===== config.mk =====
export PLATFORM = sky130hd
export DESIGN_NAME = bitwise_logic_unit
export DESIGN_NICKNAME = d
export VERILOG_FILES = /design/src/rtl/bitwise_logic_unit.sv
export SDC_FILE = /design/constraint.sdc
export NUM_CORES = 1
export LEC_CHECK = 0
export CORE_ASPECT_RATIO = 1.25
export CORE_UTILIZATION = 46
export CTS_CLUSTER_DIAMETER = 120
export DETAILED_ROUTE_END_ITERATION = 10
export PLACE_DENSITY_LB_ADDON = 0.05
export SETUP_SLACK_MARGIN = 0.1
export SYNTH_ARGS = -nofsm -noshare
export SYNTH_HDL_FRONTEND = slang
export SYNTH_SLANG_ARGS = --single-unit
export TNS_END_PERCENT = 50

===== constraint.sdc =====
create_clock -name clk -period 3 [get_ports clk]
set_input_delay 0.6 -clock clk [delete_from_list [all_inputs] [get_ports clk]]
set_output_delay 0.6 -clock clk [all_outputs]
set_load 0.01 [all_outputs]

===== src/rtl/bitwise_logic_unit.sv =====
// Registered bitwise logic unit: eight ops on two WIDTH-bit operands, optional accumulate,
// one-deep valid/ready output stage and a completed-handshake counter.
module bitwise_logic_unit #(
   parameter int unsigned WIDTH = 4,
   parameter int unsigned CNT_W = 8
) (
   input  logic             clk,
   input  logic             rst_n,
   input  logic             in_valid,
   output logic             in_ready,
   input  logic [WIDTH-1:0] a,
   input  logic [WIDTH-1:0] b,
   input  logic [2:0]       op,
   input  logic             acc_mode,
   input  logic             acc_clr,
   output logic             out_valid,
   input  logic             out_ready,
   output logic [WIDTH-1:0] y,
   output logic             zero,
   output logic             all_ones,
   output logic [WIDTH-1:0] acc,
   output logic [CNT_W-1:0] txn_cnt
);

   logic             out_valid_q, out_valid_d;
   logic [WIDTH-1:0] y_q, y_d;
   logic             zero_q, zero_d;
   logic             all_ones_q, all_ones_d;
   logic [WIDTH-1:0] acc_q, acc_d;
   logic [CNT_W-1:0] cnt_q, cnt_d;

   logic             accept;
   logic             handshake;
   logic [WIDTH-1:0] acc_eff;
   logic [WIDTH-1:0] opnd_y;
   logic [WIDTH-1:0] result;

   assign in_ready  = !out_valid_q || out_ready;
   assign accept    = in_valid && in_ready;
   assign handshake = out_valid_q && out_ready;

   // A same-cycle clear is consumed by the operand rather than applied afterwards.
   assign acc_eff = acc_clr ? '0 : acc_q;
   assign opnd_y  = acc_mode ? acc_eff : b;

   always_comb begin
      result = a;
      unique case (op)
         3'd0: result = a & opnd_y;
         3'd1: result = a | opnd_y;
         3'd2: result = a ^ opnd_y;
         3'd3: result = ~(a & opnd_y);
         3'd4: result = ~(a | opnd_y);
         3'd5: result = ~(a ^ opnd_y);
         3'd6: result = a & ~opnd_y;
         3'd7: result = a;
         default: result = a;
      endcase
   end

   always_comb begin
      out_valid_d = out_valid_q;
      y_d         = y_q;
      zero_d      = zero_q;
      all_ones_d  = all_ones_q;
      acc_d       = acc_q;
      cnt_d       = cnt_q;

      if (accept) begin
         out_valid_d = 1'b1;
         y_d         = result;
         zero_d      = (result == '0);
         all_ones_d  = &result;
      end else if (handshake) begin
         out_valid_d = 1'b0;
      end

      if (handshake) begin
         cnt_d = cnt_q + CNT_W'(1);
      end

      if (accept && acc_mode) begin
         acc_d = result;
      end else if (acc_clr) begin
         acc_d = '0;
      end
   end

   always_ff @(posedge clk or negedge rst_n) begin
      if (!rst_n) begin
         out_valid_q <= 1'b0;
         y_q         <= '0;
         zero_q      <= 1'b1;
         all_ones_q  <= 1'b0;
         acc_q       <= '0;
         cnt_q       <= '0;
      end else begin
         out_valid_q <= out_valid_d;
         y_q         <= y_d;
         zero_q      <= zero_d;
         all_ones_q  <= all_ones_d;
         acc_q       <= acc_d;
         cnt_q       <= cnt_d;
      end
   end

   assign out_valid = out_valid_q;
   assign y         = y_q;
   assign zero      = zero_q;
   assign all_ones  = all_ones_q;
   assign acc       = acc_q;
   assign txn_cnt   = cnt_q;

endmodule


Yosys cells after proc, flatten, opt, wreduce, memory -nomap -nowiden:

Cells that the tools add are included.

* bits in writable memories: 0
* memories kept: 0
* word-level logic and storage cells: 37
* register bits: 19
* bits in read-only memories: 0
* latch bits: 0
* output and inout bits: 20

* shift operators: 0
* magnitude comparators: 0
* divide/modulo/power cells: 0
* muxes and demuxes: 6
* reductions and logical operators: 9
* eq/ne operators: 7
* bitwise gates (word level): 8
* multipliers: 0
* add/subtract/negate cells: 1

Operators by type and width (number)
* 4-bit case mux with 8 select lines: 1
* 4-bit inverter: 4
* 3-bit == test (second input constant): 4
* 4-bit 2-to-1 mux: 3
* 8-bit by 1-bit adder with 8-bit output (second input constant): 1
* 4-bit bitwise AND: 2
* 3-bit by 2-bit == test with 1-bit output (second input constant): 2
* 4-bit logical NOT: 1
* 4-bit OR: 1
* 4-bit AND reduction: 1
* 4-bit bitwise XOR: 1
* 3-bit by 1-bit == test with 1-bit output (second input constant): 1
* 1-bit logical AND: 3
* 3-bit logical NOT: 1
* 1-bit 2-to-1 mux: 2
* 2-bit nonzero test: 1
* 1-bit logical NOT: 1
* 1-bit logical OR: 1

Longest topological paths before layout:

Gate-level depths: netlist of run 1.

* word-level depth: 6
* gate-level depth with buffers: 10
* mapped depth without buffers: 9

Worst setup path before layout of run 1:

OpenSTA, ideal clock, no wires.

* path kind: input to register
* start: in acc_mode
* end: reg zero_q, in the netlist zero
* slack: 0.373 ns
* stages: 9
* arrival: 2.554 ns
* required time: 2.927 ns
* buffers on the path: 1
* path through: buf_4 a21o_1 ha_1 nor3b_1 a31oi_1 o311ai_0 o32a_1 or4_1 o21ai_1

* longest elaborated chain between the ends: 5

Ends and longest elaborated chain
* from (decl): RTL line 14 `input logic acc_mode,`
* 4-bit 2-to-1 mux (*): RTL line 44 `assign opnd_y = acc_mode ? acc_eff : b;`
* 4-bit inverter (tied with other cells): RTL line 55 `3'd6: result = a & ~opnd_y;`
* 4-bit bitwise AND (tied with other cells): RTL line 55
* 4-bit case mux with 8 select lines (*): RTL line 48 `unique case (op)`
* 4-bit logical NOT (*): RTL line 72 `zero_d = (result == '0);`
* to (signal assigned): RTL line 100 `zero_q <= zero_d;`
* to (decl): RTL line 27 `logic zero_q, zero_d;`

Mark *: on every way between the ends. The rest lies on a longest branch, timed or not.
A chain may end at the register's enable or synchronous reset.

Final worst setup path of run 1:

* start: in b[2]
* end: reg zero_q, in the netlist zero

* longest elaborated chain between the ends: 5

Ends and longest elaborated chain
* from (decl): RTL line 12 `input logic [WIDTH-1:0] b,`
* 4-bit 2-to-1 mux (*): RTL line 44
* 4-bit inverter (tied with other cells): RTL line 55
* 4-bit bitwise AND (tied with other cells): RTL line 55
* 4-bit case mux with 8 select lines (*): RTL line 48
* 4-bit logical NOT (*): RTL line 72

Marked as above.

==> impl_metrics.py, run 1 <==
metrics = {
    "grt": {
        "grt_pass1_wl_mm": 5.05,
        "grt_pass1_vias": 1148,
        "overflow": 0,
        "grt_max_degree": 20,
        "antenna_found_initial": 0,
        "track_usage_pct": 24.8,
    },
    "clock_tree": {
        "cts_hold_buffers": 0,
        "clk_pin_slew_ns": 0.11,
        "clock_path_buffers": 2,
        "clockRootBuffer": "clkbuf_4",
        "numCtsBuffers": 3,
        "htree_levels": 1,
        "clk_latency_ns": 0.30,
        "clkSinkCount": 19,
        "cts_tree": "done",
    },
    "power_and_ir_drop": {
        "p_sw_mw": 0.291,
        "vdd_drop_max_mv": 0.445,
        "seqPwrFrac_pct": 42.5,
        "clkPwrFrac_pct": 15.0,
        "swShare_pct": 33.0,
        "intPower_mw": 0.592,
        "p_per_area_nw_per_um2": 504,
        "p_leak_nw": 0.784,
        "p_comb_share_pct": 42.5,
    },
    "layout": {
        "final_cell_mix": "34 x clkdlybuf4s50_1, 21 x buf_4, 18 x dfrtp_1",
        "layout_commonest_cell": "clkdlybuf4s50_1",
        "multi_input_area_um2": 681,
        "num-fill-cells": 224,
        "nets": 196,
        "stdcell_area_um2": 1750,
        "antenna_cells": 0,
        "syn2layout_area_growth_pct": 46.0,
        "seq_area_um2": 477,
        "final_util_pct": 71.4,
        "drive_above_1_share_pct": 20.8,
    },
    "place": {
        "pre_cts_slack_ns": -0.251,
        "port_buffers": 36,
        "routabilityCongestion": 0.941,
        "dpl_cell_area_um2": 1710,
        "dp_hpwl_mm": 2.49,
    },
    "route": {
        "met3_length_um": 97,
        "wl_mm": 3.15,
        "wl_per_cell_um": 15.3,
        "wl_met1_mm": 1.25,
        "drt-pass1-iter-count": 4,
        "ant_nets": 0,
        "drt_iter0_drc": 19,
        "top_layer": "met4",
        "routed-wl-met2_mm": 1.75,
        "vias": 1149,
        "vias_per_cell": 5.58,
        "drc": 0,
    },
    "synthesis": {
        "synth_flop_cell": "dfrtp_1",
        "synthesis.nets": 140,
        "post-synth-top-area-cell": "dfrtp_1",
        "ys_seq_area_share_pct": 39.7,
        "syn_inst": 118,
        "synth_area_um2": 1200,
        "synth_edf_count": 0,
        "yosys_warnings": 0,
        "synth_cell_types": 33,
        "synthTopCellsByArea": "dfrtp_1 38%, mux2_2 8.4%, ha_1 5.2%",
        "synth_seq_cells": 19,
        "synthArstFlopShare_pct": 100,
        "yosys.area.top_type_share_pct": 37.5,
        "synth_area_per_cell_um2": 10.2,
    },
    "worst_setup_path": {
        "slowest_stage": "or4_1",
        "crit_type": "in -> reg",
        "critPathMaxStageDelay_ns": 0.53,
        "arrival_ns": 3.07,
        "crit_fanout": 2,
        "critical_path.top_delay_family": "compound AO/OA/AOI/OAI gates",
        "critical_path.endpoint_type": "register",
        "path_cells": "clkdlybuf4s50_1 -> nor2b_1 -> a21o_1 -> ha_1 -> nor3b_1 -> a31oi_1 -> o311ai_0 -> o32a_1 -> or4_1 -> o21ai_1",
        "critPathLaunchType": "input pin",
        "required_ns": 3.23,
        "path_buf_inv": 1,
    },
    "flow_run": {
        "drv_cap": 0,
    },
    "min_path": {
        "hp-class": "reg -> reg",
    },
    "timing": {
        "setup_violations": 0,
        "tightest_slew_ns": 0.834,
        "hold_viol_final": 0,
        "drv_slew": 0,
        "rsz0062_at_grt": "no",
        "finClkSkew_ns": 0.00619,
        "timing.max_slew.rel_slack_pct": 44.2,
        "fin_tns_setup_ns": 0,
        "fin_crit_sh_pct": 94.7,
        "finalCriticalPeriod_ns": 2.84,
        "fmax_mhz": 352,
        "setup_ws_ns": 0.158,
    },
    "floorplanning": {
        "die_area_um2": 2820,
        "die_w_um": 47.7,
        "ios": 37,
        "die_height_um": 59.1,
        "start_util_pct": 48.9,
        "rows": 20,
        "core-area_um2": 2450,
    },
    "run_status": {
        "status": "completed",
    },
}
==> Yosys cell counts, drive strengths merged, types with 3 or more instances <==
| master | count |
|---|---|
| mux2 | 9 |
| nor2b | 8 |
| nand3 | 5 |
| a21oi | 4 |
| ha | 5 |
| o32a | 4 |
| o311ai | 4 |
| buf | 4 |
| a211oi | 4 |
| nand4 | 4 |
| xnor2 | 4 |
| a21o | 4 |
| nand2 | 7 |
| dfrtp | 18 |
| nor2 | 7 |
| xor2 | 3 |
| mux2i | 4 |
==> layout make-up <==
| type | instances | area share, % |
|---|---|---|
| tap | 33 | 2.36 |
| timing repair buffer | 57 | 29.6 |
| sequential | 19 | 27.2 |
| inverter | 1 | 0.214 |
| multi-input combinational | 92 | 38.9 |
| clock inverter | 1 | 0.429 |
| clock buffer | 3 | 1.29 |
==> flip-flops by register name, summed over array words and instances (netlist names) <==
name	flops
y	4
out_valid	1
all_ones	1
acc	4
txn_cnt	8
zero	1
==> metal layers <==
layer / vias to the layer above / GRT usage, %
li1: 551 / -
met1: 566 / 28.5
met2: 26 / 46.3
met3: 6 / 1.83
met4: 0 / 7.54
met5: - / 0
==> repair_timing <==
action                                  in CTS  in global routing
endpoints found under the setup margin       1                  1
pin swaps                                    1                  4
setup buffers                                0                  1
resized for setup                            1                  1
==> power by group through the flow <==
stage,clock network (mW),registers [mW],logic [mW]
2_1_floorplan,0,0.398,0.140
3_3_place_gp,0,0.376,0.365
3_5_place_dp,0,0.380,0.374
4_1_cts,0.136,0.377,0.376
5_1_grt,0.144,0.384,0.404
6_report,0.132,0.375,0.375
==> kinds of logic (layout without fill, tap and decap cells) <==
logic type | Yosys count | count (layout) | synth area share (%)
and+or+nand+nor | 41 | 41 | 18.4
adders and majority gates | 5 | 5 | 5.21
muxes | 13 | 13 | 11.8
xor gates and xnor gates | 7 | 7 | 5.11
DFF | 19 | 19 | 39.7
AOI/OAI and AO/OA | 26 | 26 | 16.3
buffers and inverters | 7 | 62 | 3.54
==> worst paths after layout <==
check / start / end / slack [ns] / cells past startpoint
worst max-delay path: b[2] / zero / 0.16 / 10
worst min-delay path: txn_cnt[7] / txn_cnt[7] / 0.47 / 1
worst max register to register: acc[2] / zero / 0.44 / 9
worst min register to register: txn_cnt[7] / txn_cnt[7] / 0.47 / 1
max in group asynchronous: rst_n / all_ones / 1.72 / 1
min in group asynchronous: rst_n / txn_cnt[0] / 0.76 / 1
==> metrics by stage <==
| step | hold WS, ns | instances | total power [mW] |
|---|---|---|---|
| 2_1_floorplan | 0.304 | 118 | 0.538 |
| 3_3_place_gp | 0.455 | 201 | 0.740 |
| 3_5_place_dp | 0.462 | 201 | 0.754 |
| 4_1_cts | 0.479 | 205 | 0.889 |
| 5_1_grt | 0.491 | 206 | 0.932 |
| 6_report | 0.475 | 206 | 0.883 |
No activity file was read; power rests on OpenSTA's default activity.
==> inputs of run 2 (changes only) <==
CORE_UTILIZATION = 50   (was 46)
DONT_BUFFER_PORTS = 1   (was default)
==> run 2 against run 1 <==
Effect of this change:
- worst setup slack better by 0.19 ns
- design area shrank 29%
- register-to-register slack got worse by 0.097 ns
- flip-flop and latch count stayed put
- maximum frequency grew 7.0%
- critical path depth down 1
- via count down 23%
- highest routed layer unchanged
==> impl_metrics.py, run 2 (synthesized netlist as in run 1, its figures left out) <==
metrics = {
    "flow_run": {
        "drv_cap": 0,
    },
    "timing": {
        "hold_viol_final": 0,
        "finClkSkew_ns": 0.00605,
        "timing.max_slew.rel_slack_pct": 47.5,
        "fin_crit_sh_pct": 88.6,
        "setup_violations": 0,
        "fmax_mhz": 376,
        "drv_slew": 0,
        "fin_tns_setup_ns": 0,
        "finalCriticalPeriod_ns": 2.66,
        "tightest_slew_ns": 0.785,
        "rsz0062_at_grt": "no",
    },
    "clock_tree": {
        "clk_pin_slew_ns": 0.10,
        "clockRootBuffer": "clkbuf_4",
        "clk_latency_ns": 0.29,
        "cts_tree": "done",
        "clock_path_buffers": 2,
        "numCtsBuffers": 3,
        "htree_levels": 1,
        "post_cts_buffers": 0,
        "clkSinkCount": 19,
    },
    "route": {
        "ant_nets": 0,
        "drc": 0,
        "wl_per_cell_um": 16.9,
        "vias_per_cell": 5.99,
        "drt_iter0_drc": 15,
        "wl_mm": 2.50,
        "vias": 887,
        "drt-pass1-iter-count": 4,
    },
    "grt": {
        "track_usage_pct": 21.5,
        "grt_pass1_vias": 900,
        "overflow": 0,
        "grt_max_degree": 19,
        "use_met3_pct": 2.89,
        "antenna_found_initial": 0,
        "met1_usage_pct": 25.5,
        "busiest_layer": "met2",
        "grtUsageMet2_pct": 34.9,
        "grt_pass1_wl_mm": 3.93,
    },
    "worst_setup_path": {
        "critical_path.endpoint_type": "register",
        "arrival_ns": 2.88,
        "critPathLaunchType": "register",
        "crit_fanout": 4,
        "required_ns": 3.22,
        "reg2reg_depth": 9,
        "crit_type": "reg -> reg",
    },
    "min_path": {
        "hp-class": "in -> async",
    },
    "layout": {
        "num-fill-cells": 224,
        "multi_input_area_um2": 681,
        "antenna_cells": 0,
        "seq_area_um2": 477,
        "layout_commonest_cell": "dfrtp_1",
        "drive_above_1_share_pct": 12.0,
        "syn2layout_area_growth_pct": 3.02,
        "stdcell_area_um2": 1240,
        "largest_reg_flops": 8,
        "final_cell_mix": "18 x dfrtp_1, 9 x mux2_2, 8 x nor2b_1",
        "fin_cells": 148,
        "nets": 140,
    },
    "place": {
        "place_inst": 143,
        "dp_hpwl_mm": 1.91,
        "dpl_cell_area_um2": 1200,
        "port_buffers": 0,
        "routabilityCongestion": 0.820,
    },
    "floorplanning": {
        "die_height_um": 56.8,
        "die_w_um": 45.8,
        "rows": 19,
        "die_area_um2": 2600,
        "start_util_pct": 53.7,
        "core-area_um2": 2230,
        "ios": 37,
    },
    "power_and_ir_drop": {
        "vdd_drop_max_mv": 0.443,
        "p_per_area_nw_per_um2": 561,
        "p_leak_nw": 0.537,
    },
    "run_status": {
        "status": "completed",
    },
}
## run 2: changes by cell type in the layout (fill, tap and decap cells not counted), sizes merged
cell / delta
dlygate4sd3: +1
clkinvlp: -1
buf: -21
clkdlybuf4s50: -34
dlygate4sd2: -1
dlymetal6s2s: -1
clkbuf: +1
## run 2: stage by stage
stage	hold slack, ns	total power [mW]	worst slack, ns	utilization (%)
floorplan	0.304	0.538	0.373	-
global placement	0.305	0.562	0.243	53.7
detailed placement	0.305	0.572	0.210	53.7
CTS	0.125	0.703	0.316	55.3
global route	0.113	0.738	0.190	55.3
finish	0.140	0.693	0.343	55.3
## run 2: what timing repair did
item / in CTS / in global routing
hold buffers: 1 / 0
endpoints found under the hold margin: 18 / 0
gates resized for setup: 0 / 0
## run 2: cell type report
cell class,instances,area share (%)
multi-input cells,92,55.1
inverters,1,0.304
clock buffers,4,2.13
well taps,31,3.14
flip-flops and latches,19,38.6
repair buffers,1,0.810
## run 2: critical path: stages, from the launching register on
cell      delay [ns]
dfrtp_1         0.43
nor2b_1         0.18
a21o_1          0.20
ha_1            0.29
nor3b_1         0.14
a31oi_1         0.12
o311ai_0        0.14
o32a_1          0.43
or4_1           0.52
o21ai_1         0.13
## run 2: worst paths after layout
check,startpoint,endpoint,slack (ns)
setup / recovery,acc[2],zero,0.34
hold / removal,rst_n,zero,0.14
setup reg to reg,acc[2],zero,0.34
hold reg to reg,zero,zero,0.50
max in group asynchronous,rst_n,acc[0],1.69
min in group clk,in_valid,out_valid,0.41
## run 2: report_power, final
part / switching, mW / total [mW] / internal (mW) / leakage (nW)
combinational: 0.0713 / 0.157 / 0.0861 / 0.285
sequential: 0.0962 / 0.412 / 0.316 / 0.238
clock: 0.0715 / 0.123 / 0.0518 / 0.0150
total: 0.239 / 0.693 / 0.454 / 0.537
## run 2: per-layer routing
layer	vias to the layer above	part of all wire, %
met5	-	0
met4	0	2.6
met3	5	5.7
met2	29	51
met1	408	40
li1	445	-
